### src/rtl/bspi_pkg.sv
// Shared BSPI definitions: default byte width and the pointer-difference level helper.
package bspi_pkg;

   localparam int BSPI_DW     = 8;
   // Widest pointer the level helper handles; FIFOs must keep AW+1 <= BSPI_PW_MAX.
   localparam int BSPI_PW_MAX = 16;

   function automatic logic [BSPI_PW_MAX-1:0] bspi_lvl(
      input logic [BSPI_PW_MAX-1:0] wp,
      input logic [BSPI_PW_MAX-1:0] rp,
      input int                     aw
   );
      logic [BSPI_PW_MAX-1:0] mask;
      mask = BSPI_PW_MAX'((1 << (aw + 1)) - 1);
      return (wp - rp) & mask;
   endfunction

endpackage

### src/rtl/bspi_sff_if.sv
// Byte-path FIFO bundle: producer/consumer requests towards the FIFO, status back.
interface bspi_sff_if
   import bspi_pkg::*;
#(
   parameter int DW = BSPI_DW,
   parameter int AW = 2
);
   logic          clr;
   logic          wen;
   logic [DW-1:0] wdt;
   logic          wfl;
   logic          ren;
   logic [DW-1:0] rdt;
   logic          rey;
   logic [AW:0]   lvl;
   logic          afl;
   logic          aey;
   logic          ovf;
   logic          udf;

   modport master (
      output clr, wen, wdt, ren,
      input  wfl, rdt, rey, lvl, afl, aey, ovf, udf
   );

   modport slave (
      input  clr, wen, wdt, ren,
      output wfl, rdt, rey, lvl, afl, aey, ovf, udf
   );
endinterface

### src/rtl/bspi_sff_mem.sv
// 2^AW x DW register array: one synchronous write port, one combinational read port, no reset.
module bspi_sff_mem #(
   parameter int DW = 8,
   parameter int AW = 2
) (
   input  logic          ck,
   input  logic          we,
   input  logic [AW-1:0] waddr,
   input  logic [DW-1:0] wdata,
   input  logic [AW-1:0] raddr,
   output logic [DW-1:0] rdata
);
   localparam int DEPTH = 1 << AW;

   logic [DW-1:0] mem_q [DEPTH];

   genvar gi;
   generate
      for (gi = 0; gi < DEPTH; gi++) begin : g_word
         always_ff @(posedge ck) begin
            if (we && (waddr == AW'(gi))) begin
               mem_q[gi] <= wdata;
            end
         end
      end
   endgenerate

   assign rdata = mem_q[raddr];

endmodule

### src/rtl/bspi_sff.sv
// Single-clock BSPI byte FIFO with fill level, threshold flags, flush and sticky over/underflow.
module bspi_sff
   import bspi_pkg::*;
#(
   parameter int DW     = BSPI_DW,
   parameter int AW     = 2,
   parameter int AFL_TH = 3,
   parameter int AEY_TH = 1,
   parameter int FWFT   = 1
) (
   input  logic      ck,
   input  logic      rst,
   bspi_sff_if.slave bus
);
   localparam logic [BSPI_PW_MAX-1:0] AFL_V = BSPI_PW_MAX'(AFL_TH);
   localparam logic [BSPI_PW_MAX-1:0] AEY_V = BSPI_PW_MAX'(AEY_TH);
   localparam int                     PAD   = BSPI_PW_MAX - AW - 1;

   logic [AW:0]            wptr_q, wptr_d;
   logic [AW:0]            rptr_q, rptr_d;
   logic                   ovf_q, ovf_d;
   logic                   udf_q, udf_d;
   logic [BSPI_PW_MAX-1:0] lvl_w;
   logic                   full, empty;
   logic                   wr_acc, rd_acc;
   logic [DW-1:0]          mem_rdata;

   assign empty = (wptr_q == rptr_q);
   assign full  = (wptr_q[AW] != rptr_q[AW]) && (wptr_q[AW-1:0] == rptr_q[AW-1:0]);
   assign lvl_w = bspi_lvl({{PAD{1'b0}}, wptr_q}, {{PAD{1'b0}}, rptr_q}, AW);

   assign bus.wfl = full;
   assign bus.rey = empty;
   assign bus.lvl = lvl_w[AW:0];
   assign bus.afl = (lvl_w >= AFL_V);
   assign bus.aey = (lvl_w <= AEY_V);
   assign bus.ovf = ovf_q;
   assign bus.udf = udf_q;

   // Flush wins over both requests: nothing is written and no sticky flag is raised.
   always_comb begin
      wr_acc = bus.wen & ~full & ~bus.clr;
      rd_acc = bus.ren & ~empty & ~bus.clr;
      wptr_d = wptr_q + {{AW{1'b0}}, wr_acc};
      rptr_d = rptr_q + {{AW{1'b0}}, rd_acc};
      ovf_d  = ovf_q | (bus.wen & full);
      udf_d  = udf_q | (bus.ren & empty);
      if (bus.clr) begin
         wptr_d = '0;
         rptr_d = '0;
         ovf_d  = 1'b0;
         udf_d  = 1'b0;
      end
   end

   always_ff @(posedge ck or posedge rst) begin
      if (rst) begin
         wptr_q <= '0;
         rptr_q <= '0;
         ovf_q  <= 1'b0;
         udf_q  <= 1'b0;
      end else begin
         wptr_q <= wptr_d;
         rptr_q <= rptr_d;
         ovf_q  <= ovf_d;
         udf_q  <= udf_d;
      end
   end

   bspi_sff_mem #(
      .DW(DW),
      .AW(AW)
   ) u_mem (
      .ck   (ck),
      .we   (wr_acc),
      .waddr(wptr_q[AW-1:0]),
      .wdata(bus.wdt),
      .raddr(rptr_q[AW-1:0]),
      .rdata(mem_rdata)
   );

   generate
      if (FWFT != 0) begin : g_fwft
         // Masked while empty so stale memory never leaks onto rdt.
         assign bus.rdt = empty ? '0 : mem_rdata;
      end else begin : g_rreg
         logic [DW-1:0] rdt_q, rdt_d;

         always_comb begin
            rdt_d = rdt_q;
            if (bus.clr) begin
               rdt_d = '0;
            end else if (rd_acc) begin
               rdt_d = mem_rdata;
            end
         end

         always_ff @(posedge ck or posedge rst) begin
            if (rst) begin
               rdt_q <= '0;
            end else begin
               rdt_q <= rdt_d;
            end
         end

         assign bus.rdt = rdt_q;
      end
   endgenerate

endmodule

### src/flat_wrapper.sv
// flat-port wrapper written by rule: the top's interface ports become plain ports
module bspi_sff_flat import bspi_pkg::*;
#(
   parameter int DW     = BSPI_DW,
   parameter int AW     = 2,
   parameter int AFL_TH = 3,
   parameter int AEY_TH = 1,
   parameter int FWFT   = 1
)
  (ck, rst, bus_clr, bus_wen, bus_wdt, bus_ren, bus_wfl, bus_rdt, bus_rey, bus_lvl, bus_afl, bus_aey, bus_ovf, bus_udf);
  bspi_sff_if #(.DW(DW), .AW(AW)) bus_i ();
  input  logic ck;
  input  logic rst;
  input wire logic [$bits(bus_i.clr)-1:0] bus_clr;
  input wire logic [$bits(bus_i.wen)-1:0] bus_wen;
  input wire logic [$bits(bus_i.wdt)-1:0] bus_wdt;
  input wire logic [$bits(bus_i.ren)-1:0] bus_ren;
  output wire logic [$bits(bus_i.wfl)-1:0] bus_wfl;
  output wire logic [$bits(bus_i.rdt)-1:0] bus_rdt;
  output wire logic [$bits(bus_i.rey)-1:0] bus_rey;
  output wire logic [$bits(bus_i.lvl)-1:0] bus_lvl;
  output wire logic [$bits(bus_i.afl)-1:0] bus_afl;
  output wire logic [$bits(bus_i.aey)-1:0] bus_aey;
  output wire logic [$bits(bus_i.ovf)-1:0] bus_ovf;
  output wire logic [$bits(bus_i.udf)-1:0] bus_udf;
  assign bus_i.clr = bus_clr;
  assign bus_i.wen = bus_wen;
  assign bus_i.wdt = bus_wdt;
  assign bus_i.ren = bus_ren;
  assign bus_wfl = bus_i.wfl;
  assign bus_rdt = bus_i.rdt;
  assign bus_rey = bus_i.rey;
  assign bus_lvl = bus_i.lvl;
  assign bus_afl = bus_i.afl;
  assign bus_aey = bus_i.aey;
  assign bus_ovf = bus_i.ovf;
  assign bus_udf = bus_i.udf;
  bspi_sff #(.DW(DW), .AW(AW), .AFL_TH(AFL_TH), .AEY_TH(AEY_TH), .FWFT(FWFT)) u_core (.ck(ck), .rst(rst), .bus(bus_i));
endmodule
### config.mk
export PLATFORM = sky130hd
export DESIGN_NAME = bspi_sff_flat
export DESIGN_NICKNAME = d
export VERILOG_FILES = /design/src/rtl/bspi_pkg.sv /design/src/rtl/bspi_sff_if.sv /design/src/rtl/bspi_sff_mem.sv /design/src/rtl/bspi_sff.sv /design/src/flat_wrapper.sv
export SDC_FILE = /design/constraint.sdc
export NUM_CORES = 1
export LEC_CHECK = 0
export CAP_MARGIN = 15
export CORE_MARGIN = 2
export CORE_UTILIZATION = 35
export DETAILED_ROUTE_END_ITERATION = 8
export PLACE_DENSITY = 0.56
export SLEW_MARGIN = 5
export SYNTH_ARGS = -nofsm -noshare
export SYNTH_HDL_FRONTEND = slang
export SYNTH_SLANG_ARGS = --single-unit
### constraint.sdc
create_clock -name ck -period 6.7 [get_ports ck]
set_input_delay 0.67 -clock ck [delete_from_list [all_inputs] [get_ports ck]]
set_output_delay 0.67 -clock ck [all_outputs]
set_load 0.02 [all_outputs]
==> results.md <==
- Seq/Total Area, Yosys: 65.0%
- Max FO, Critical Path: 10
- Hold Path Class: register to register
- Critical path data required time: 6030 ps
- Slowest stage delay, CP: 740 ps
- Area after DPL: 2170 um2
- Clk slew on worst S/H paths: 70 ps
- R2R cell count: 7
- H-tree depth: 2
- Drt via density: ~4.8
- Antenna violations before repair: 0
- Non-filler cells, final: 210
- Worst Skew: 9.20 ps
- Ratio of total power to cell area: 227 nW/um2
- PortBufs: 29
- Worst Setup SP: u_core.rptr_q[0]
- Die W: roughly 75 um
- Worst ir drop on vdd: 157 uV
- Clk_lat worst skew: 290 ps
- Starting Density: a little over a third
- HP Start: u_core.bus.udf
- Slowest CP cell: dfrtp_1
- Critical path type: register to primary output
- Placed Cells: around 200
- Per-cell routed wire length: 15.9 um
- Most area-hungry cell type in the Yosys netlist: edfxtp_1
- Cell Area, Synth: 1790 um2
- Core Rows: 26
- Post-Syn Nets: 124
- CTS tree: yes
- Reg-to-reg slack, setup: 4100 ps
- Worst EP arrival: 2810 ps
- Leading post-synthesis cells by cell area: edfxtp_1 (54%), dfrtp_1 (11%), mux4_2 (10%)
- Synth unique cells: 24
- LEAKAGE: 0.799 nW
- Initial DRC Count: 50
- Seq cells post-synth: 40
- Root Buffer: clkbuf_8
- I/O pin count: 30
- Largest net degree at the start of global routing: 15
- Clk sink count: 40
- Final hold vios: 0
- Max transition margin: 54.2%
- Syn_area_per_cell: 17.2 um2
- Layout cell share with drive strength beyond 1: between 15 and 20%
- Post-CTS Setup Bufs: 0
- Final net count: between 150 and 200
- R2R Path End: u_core.rptr_q[1]
- CTS Buf Count: 5
- Final setup viols: 0
- CTS Buffer Depth: 2
- Post-cts hold buffer count: 0
- Most common cell after layout, fill and taps aside: edfxtp_1
- Via count: 1004
- Fin Setup TNS: 0 ps
- Crit path to: bus_afl
- RSZ-0062 raised after global routing: no
- Most frequent cells in the layout: edfxtp_1 (32), clkdlybuf4s50_1 (29)
- Die Height: roughly 75 um
- Antenna diodes: 0
- Grt ovf: 0
- Max Slew Vio Count: 0
- DR pass1 iterations: 4
- Core Area: 5010 um2
- RePlAce Congestion: 0.799
- Outcome: complete, no violations
- All-Layer GR Usage: between 10% and 20%
- Syn Inst Count: 104
- Final Util: 45.1%
- Share of the synthesized area in the top cell type: 53.8%
- Number of global-route vias before repair: 1058
- Startpoint Class: register
- DRC Markers: 0
- Period utilization: 51.9%
- Max-Cap Viols: 0
- Nature of the critical path endpoint: primary output
- First-pass GRT wire length: 5310 um
- YS warnings: 0
- Final WL: 3350 um
- Worst-path cell chain: ha_1 > inv_1 > fa_1 > xnor3_1 > a21o_1 > clkdlybuf4s50_1
- Reg2reg start: u_core.rptr_q[1]
- Fmax: between 200 and 300 MHz
- Worst Tran Pin Value: approximately 690 ps
- Minimum clock period: around 3500 ps
- Area Growth Syn to Fin: 26.5%
- Final instance area: about 2300 um2
- Dpl hpwl: ~2200 um
- Antenna-violating nets left: 0
- Die area: 5690 um2
- Resized cells post-CTS: 0
- Power, Total: 0.000513 W
metrics by stage:
| step | hold WS, ps | setup slack (ps) |
|---|---|---|
| 3_5_place_dp | 533 | 3480 |
| 2_1_floorplan | 486 | 4090 |
| 5_1_grt | 589 | 3030 |
| 3_3_place_gp | 517 | 3520 |
| 4_1_cts | 541 | 3170 |
| 6_report | 541 | 3220 |
layout make-up:
class                      count  area, um2
fill                         464       2750
sequential                    40       1160
multi-input combinational     50        569
timing repair buffer          34        328
tap                           70       87.6
clock buffer                   6       72.6
inverter                       8       30.0
clock inverter                 2       11.3
registers in the layout, indices dropped and copies added, names as in the netlist:
name / cells
u_core.u_mem.mem_q: 32
u_core.rptr_q: 3
u_core.wptr_q: 3
u_core.bus.ovf: 1
u_core.bus.udf: 1
power breakdown:
group,switching (W),internal (W)
Clock,0.0000796,0.0000721
Sequential,0.00000496,0.000275
Combinational,0.0000411,0.0000401
worst min-delay path by stage:
stage                           to  slack [ps]  cells after the start
floorplan           u_core.bus.ovf         490                      1
global placement    u_core.bus.ovf         520                      2
detailed placement  u_core.bus.ovf         530                      2
CTS                 u_core.bus.ovf         540                      2
global route        u_core.bus.ovf         590                      2
finish              u_core.bus.udf         540                      2
metal layers:
layer	share of wire, %	vias to the layer above	track usage (%)
li1	-	458	-
met1	42	516	17.3
met2	52	25	22.1
met3	4.4	5	3.84
met4	1.4	0	4.68
met5	0	-	0
cell families after synthesis:
| kind of cell | Yosys count | share of synthesized area [%] |
|---|---|---|
| DFF | 40 | 65.0 |
| AOI/OAI and AO/OA | 17 | 7.84 |
| buffers and inverters | 14 | 3.99 |
| and+or+nand+nor | 13 | 4.13 |
| muxes | 8 | 10.1 |
| adders and majority gates | 7 | 5.32 |
| xor gates and xnor gates | 5 | 3.64 |
synthesized netlist by cell type:
master / number
a2111oi_1: 3
a2111oi_2: 1
a21boi_1: 8
a21o_1: 1
a21oi_1: 2
and2_1: 1
buf_2: 3
buf_6: 2
clkbuf_1: 1
dfrtp_1: 8
edfxtp_1: 32
fa_1: 1
ha_1: 6
inv_1: 8
mux4_2: 8
nand2_1: 1
nand2b_1: 1
nand2b_4: 1
nor2_1: 5
nor2b_1: 4
o32ai_1: 2
xnor2_1: 3
xnor3_1: 1
xor2_2: 1
critical path: cells and delay by family, from the launching register on:
| kind | cells | cell delay [ps] |
|---|---|---|
| AOI/OAI and AO/OA | 1 | 100 |
| xor gates and xnor gates | 1 | 440 |
| adders and majority gates | 2 | 620 |
| buffers and inverters | 2 | 640 |
| DFF | 1 | 740 |
Power figures use the tool's default switching activity.
==> edit 1: new RTL, same settings <==
`FWFT` is set to 1 in 2 places; all go to 0.
--- a/src/rtl/bspi_sff.sv
+++ b/src/rtl/bspi_sff.sv
@@ -6,7 +6,7 @@
    parameter int AW     = 2,
    parameter int AFL_TH = 3,
    parameter int AEY_TH = 1,
-   parameter int FWFT   = 1
+   parameter int FWFT   = 0
 ) (
    input  logic      ck,
    input  logic      rst,
--- a/src/flat_wrapper.sv
+++ b/src/flat_wrapper.sv
@@ -5,7 +5,7 @@
    parameter int AW     = 2,
    parameter int AFL_TH = 3,
    parameter int AEY_TH = 1,
-   parameter int FWFT   = 1
+   parameter int FWFT   = 0
 )
   (ck, rst, bus_clr, bus_wen, bus_wdt, bus_ren, bus_wfl, bus_rdt, bus_rey, bus_lvl, bus_afl, bus_aey, bus_ovf, bus_udf);
   bspi_sff_if #(.DW(DW), .AW(AW)) bus_i ();
Function: changed (Yosys sat finds a counterexample within 4 cycles, from zero or initial values and one cycle with rst high).
==> edit 1 against the original RTL <==
- clock skew is 0.0067 ns lower
- total power is 12% higher
- synthesized area is 11% higher
- global-route usage is 1.3 points lower
- sequential share of layout area is 4.2 points higher
- largest power group unchanged
- cell area is 8.4% higher
- worst setup slack better by 0.19 ns
- routed wire length is 2.5% higher
- sequential power is 19% higher
- count of clock-buffer cells in the layout is 1 higher
- combinational power is 7.3% lower
- sequential cell count is 8 higher
==> edit 1: results (changes against the original RTL) <==
* Hold Crit Start: u_core.bus.ovf
* Antenna-violating nets left at 0 (unchanged)
* Top cells by area, synth: edfxtp_1 (48%), dfrtp_1 (20%), mux4_2 (9.1%)
* Initial antenna violation count at 0 (unchanged)
* Final net count at 182 (+14%)
* Register area share after synthesis at 0.687 (+0.0370)
* Max_slew headroom at 0.558 (+0.0154)
* Pre-antenna DRT Iters at 4 (unchanged)
* Post-CTS sizing at 0 (unchanged)
* Post-synth EDFFs at 32 (unchanged)
* Port Buffers at 29 (unchanged)
* CP max FO at 10 (unchanged)
* DR WL/cell at 14.6 um (-8.4%)
* Die area at 6280 um2 (+10%)
* N_diodes at 0 (unchanged)
* Clock Skews at 0.00246 ns (-0.00673 ns)
* Global-route wire length before repair at 5.59 mm (+5.3%)
* Clock-pin slew on the worst setup and hold paths at around 0.08 ns
* Share of layout cells above drive strength 1 at 0.123 (-0.0559)
* Worst path arrival time at 2.62 ns (-0.19 ns)
* Crit path launch: u_core.rptr_q[0]
* Non-filler instance count after layout at 235 (+12%)
* Largest net degree at the start of global routing at 17 (+2)
* Net Count, Synth at 147 (+19%)
* Synth Instances at 127 (+22%)
* Root buf cell: clkbuf_8
* Ys async rst share at 0.333 (+0.133)
* Total CTS buffers at 5 (unchanged)
* CTS max path bufs at 2 (unchanged)
* Placer Congestion at 0.716 (-10%)
* Worst-skew pair later-pin latency at 0.29 ns (about the same)
* Post-synth cell types at 22 (-8.3%)
* Leakage Power at 0.950 nW (+19%)
* Total GRT Usage at 0.122 (-0.0130)
* Vias per cell at 4.74 (-0.85%)
* YS warnings at 0 (unchanged)
* Post-synth top cells: edfxtp_1 (32), inv_1 (23), dfrtp_1 (16)
* Hpwl dp at 2.45 mm (+9.3%)
* Place WS at 3.68 ns (+0.199 ns)
* Status: finished, final reports clean
* Htree depth at 2 (unchanged)
* Worst Hold Class: flop to flop
* Flip-flop count of the largest register after layout at 32 (unchanged)
* Detailed Route Iter0 Violations at 65 (+30%)
* Placed cell count at 227 (+13%)
* Vias in the first global route at 1,113 (+5.2%)
* Worst VDD drop at 0.122 mV (-22%)
* Post-CTS setup buffer count at 0 (unchanged)
* Post-place instance area at 2360 um2 (+9.1%)
* Most flops, register: u_core.u_mem.mem_q
==> edit 1: cell count changes after synthesis, moves of 3 or more <==
| cell | before | now |
|---|---|---|
| a2111oi_1 | 3 | 0 |
| a21boi_1 | 8 | 0 |
| dfrtp_1 | 8 | 16 |
| inv_1 | 8 | 23 |
| o22ai_1 | 0 | 8 |
==> edit 1: where the power goes <==
part | total, W | internal (W) | switching, W
logic | 0.0000753 | 0.0000372 | 0.0000382
registers | 0.000333 | 0.000327 | 0.00000638
clock network | 0.000167 | 0.0000746 | 0.0000928
==> edit 1: final cells by class <==
type / instances / area [um2]
clock inverter: 1 / 8.76
clock buffer: 7 / 76.3
timing repair buffer: 31 / 305
inverter: 23 / 86.3
multi-input combinational: 53 / 522
tap: 72 / 90.1
sequential: 48 / 1360
fill: 516 / 3020
==> edit 1: through the flow <==
| step | util | hold WS (ns) |
|---|---|---|
| 2_1_floorplan | - | 0.583 |
| 3_3_place_gp | 0.432 | 0.493 |
| 3_5_place_dp | 0.432 | 0.502 |
| 4_1_cts | 0.448 | 0.521 |
| 5_1_grt | 0.448 | 0.570 |
| 6_report | 0.448 | 0.511 |
==> edit 1: worst paths after layout <==
kind | endpoint | slack (ns) | cells past startpoint
max in group asynchronous | u_core.bus.rdt[5] | 5.54 | 2
worst min-delay path | u_core.bus.ovf | 0.51 | 2
min in group asynchronous | u_core.bus.rdt[0] | 0.75 | 2
worst min register to register | u_core.bus.ovf | 0.51 | 2
worst max register to register | u_core.u_mem.mem_q[1][5] | 4.21 | 5
worst max-delay path | bus_afl | 3.41 | 6
==> edit 1: worst max-delay path, cell delays in order (launching register included) <==
cell             delay (ns)
dfrtp_1                0.71
ha_1                   0.25
inv_1                  0.05
fa_1                   0.37
xnor2_1                0.25
a21o_1                 0.11
clkdlybuf4s50_1        0.59
==> edit 1: metal layers <==
metal | vias to the layer above | global-route usage | part of all wire
li1 | 520 | - | -
met3 | 4 | 0.0330 | 0.050
met1 | 559 | 0.145 | 0.39
met5 | - | 0 | 0
met4 | 0 | 0.0466 | 0.015
met2 | 31 | 0.212 | 0.54
==> edit 1: cell families (layout without fill, tap and decap cells) <==
logic type | Yosys count | after routing | share of synthesized area
DFF | 48 | 48 | 0.687
buffers and inverters | 26 | 62 | 0.0499
and+or+nand+nor | 19 | 19 | 0.0486
AOI/OAI and AO/OA | 14 | 14 | 0.0499
muxes | 8 | 8 | 0.0909
adders and majority gates | 7 | 7 | 0.0480
xor gates and xnor gates | 5 | 5 | 0.0259
==> edit 2: new RTL, same settings <==
Made on the original files. Make the reset (`rst`) synchronous in 2 clocked blocks.
--- a/src/rtl/bspi_sff.sv
+++ b/src/rtl/bspi_sff.sv
@@ -53,7 +53,7 @@
       end
    end
 
-   always_ff @(posedge ck or posedge rst) begin
+   always_ff @(posedge ck) begin
       if (rst) begin
          wptr_q <= '0;
          rptr_q <= '0;
@@ -95,7 +95,7 @@
             end
          end
 
-         always_ff @(posedge ck or posedge rst) begin
+         always_ff @(posedge ck) begin
             if (rst) begin
                rdt_q <= '0;
             end else begin
Check against the original RTL: differs if rst is asserted again (counterexample within 4 cycles, from zero or initial values and one cycle with rst high); with rst held inactive, the same outputs for 10 cycles.
==> edit 2 against the original RTL <==
- routed wire length down 2.4%
- sequential cell count unchanged
- cell area down 2.3%
- die area down 2.9%
- worst setup slack worse by 0.028 ns
- critical endpoint is now bus_rdt[7]
- largest cell class unchanged
- synthesized area down 3.0%
- highest routed layer unchanged
Power is not compared: it rests on default switching activity, and its combinational part moved more than twofold at a synthesized area within 25%.
==> edit 2: results (changes against the original RTL) <==
* Register area share after synthesis at 0.647 (-0.00293)
* Crit path launch: u_core.rptr_q[1]
* Slowest-stage cell, CP: dfxtp_1
* Worst path arrival time at 2.84 ns (+0.03 ns)
* Top cells by area, synth: edfxtp_1 (55%), mux4_2 (10%), dfxtp_1 (9.2%)
* CP max FO at 16 (+6)
* Final net count at 158 (-0.63%)
* Max_slew headroom at 0.295 (-0.247)
* Synthesized area per cell at 16.7 um2 (-3.0%)
* Detail Route met3 WL at 126 um (-14%)
* M1 wire length at 1.48 mm (+5.4%)
* WL final at 3.27 mm (-2.4%)
* DR WL/cell at 15.9 um (-0.55%)
* Place WS at 3.51 ns (+0.0205 ns)
* Met2 Use GR at 0.213 (-0.00788)
* Largest net degree at the start of global routing at 17 (+2)
* Reg2reg setup slack at 3.80 ns (-0.30 ns)
* Ys async rst share at 0 (-0.200)
* Global-route wire length before repair at 5.01 mm (-5.6%)
* Hold Slack at 0.473 ns (-0.0686 ns)
* Met3 usage at 0.0407 (+0.00229)
* Detailed Route Iter0 Violations at 21 (-58%)
* CP endpoint: bus_rdt[7]
* Met1 usage at 0.158 (-0.0156)
* Initial Util at 0.364 (+0.00783)
* Status: finished, final reports clean
* Post-synth cell types at 25 (+4.2%)
* Cells on worst reg2reg path at 5 (-2)
* Worst Hold End: u_core.bus.ovf
edit 2: cell count changes after synthesis, moves of 2 or more:
cell / unedited run / this run
a21boi_1: 8 / 0
a32o_1: 0 / 2
o32ai_1: 2 / 0
inv_1: 8 / 5
nor2b_1: 4 / 0
dfrtp_1: 8 / 0
buf_6: 2 / 0
dfxtp_1: 0 / 8
nor3_1: 0 / 2
a21boi_0: 0 / 8
nor3b_1: 0 / 2
and2_1: 1 / 5
edit 2: logic make-up after synthesis:
| logic type | Yosys count | share of synthesized area |
|---|---|---|
| compound gates | 17 | 0.0823 |
| xor+xnor | 5 | 0.0332 |
| fa+ha+maj | 7 | 0.0549 |
| buf+inv | 11 | 0.0282 |
| flops | 40 | 0.647 |
| mux | 8 | 0.104 |
| simple gates | 16 | 0.0505 |
edit 2: final cells by class:
class,instances,area (um2)
fillers,436,2550
repair buffers,33,320
inverters,5,18.8
clock buffers,7,76.3
flip-flops and latches,40,1120
well taps,67,83.8
multi-input cells,53,578
clock inverters,1,8.76
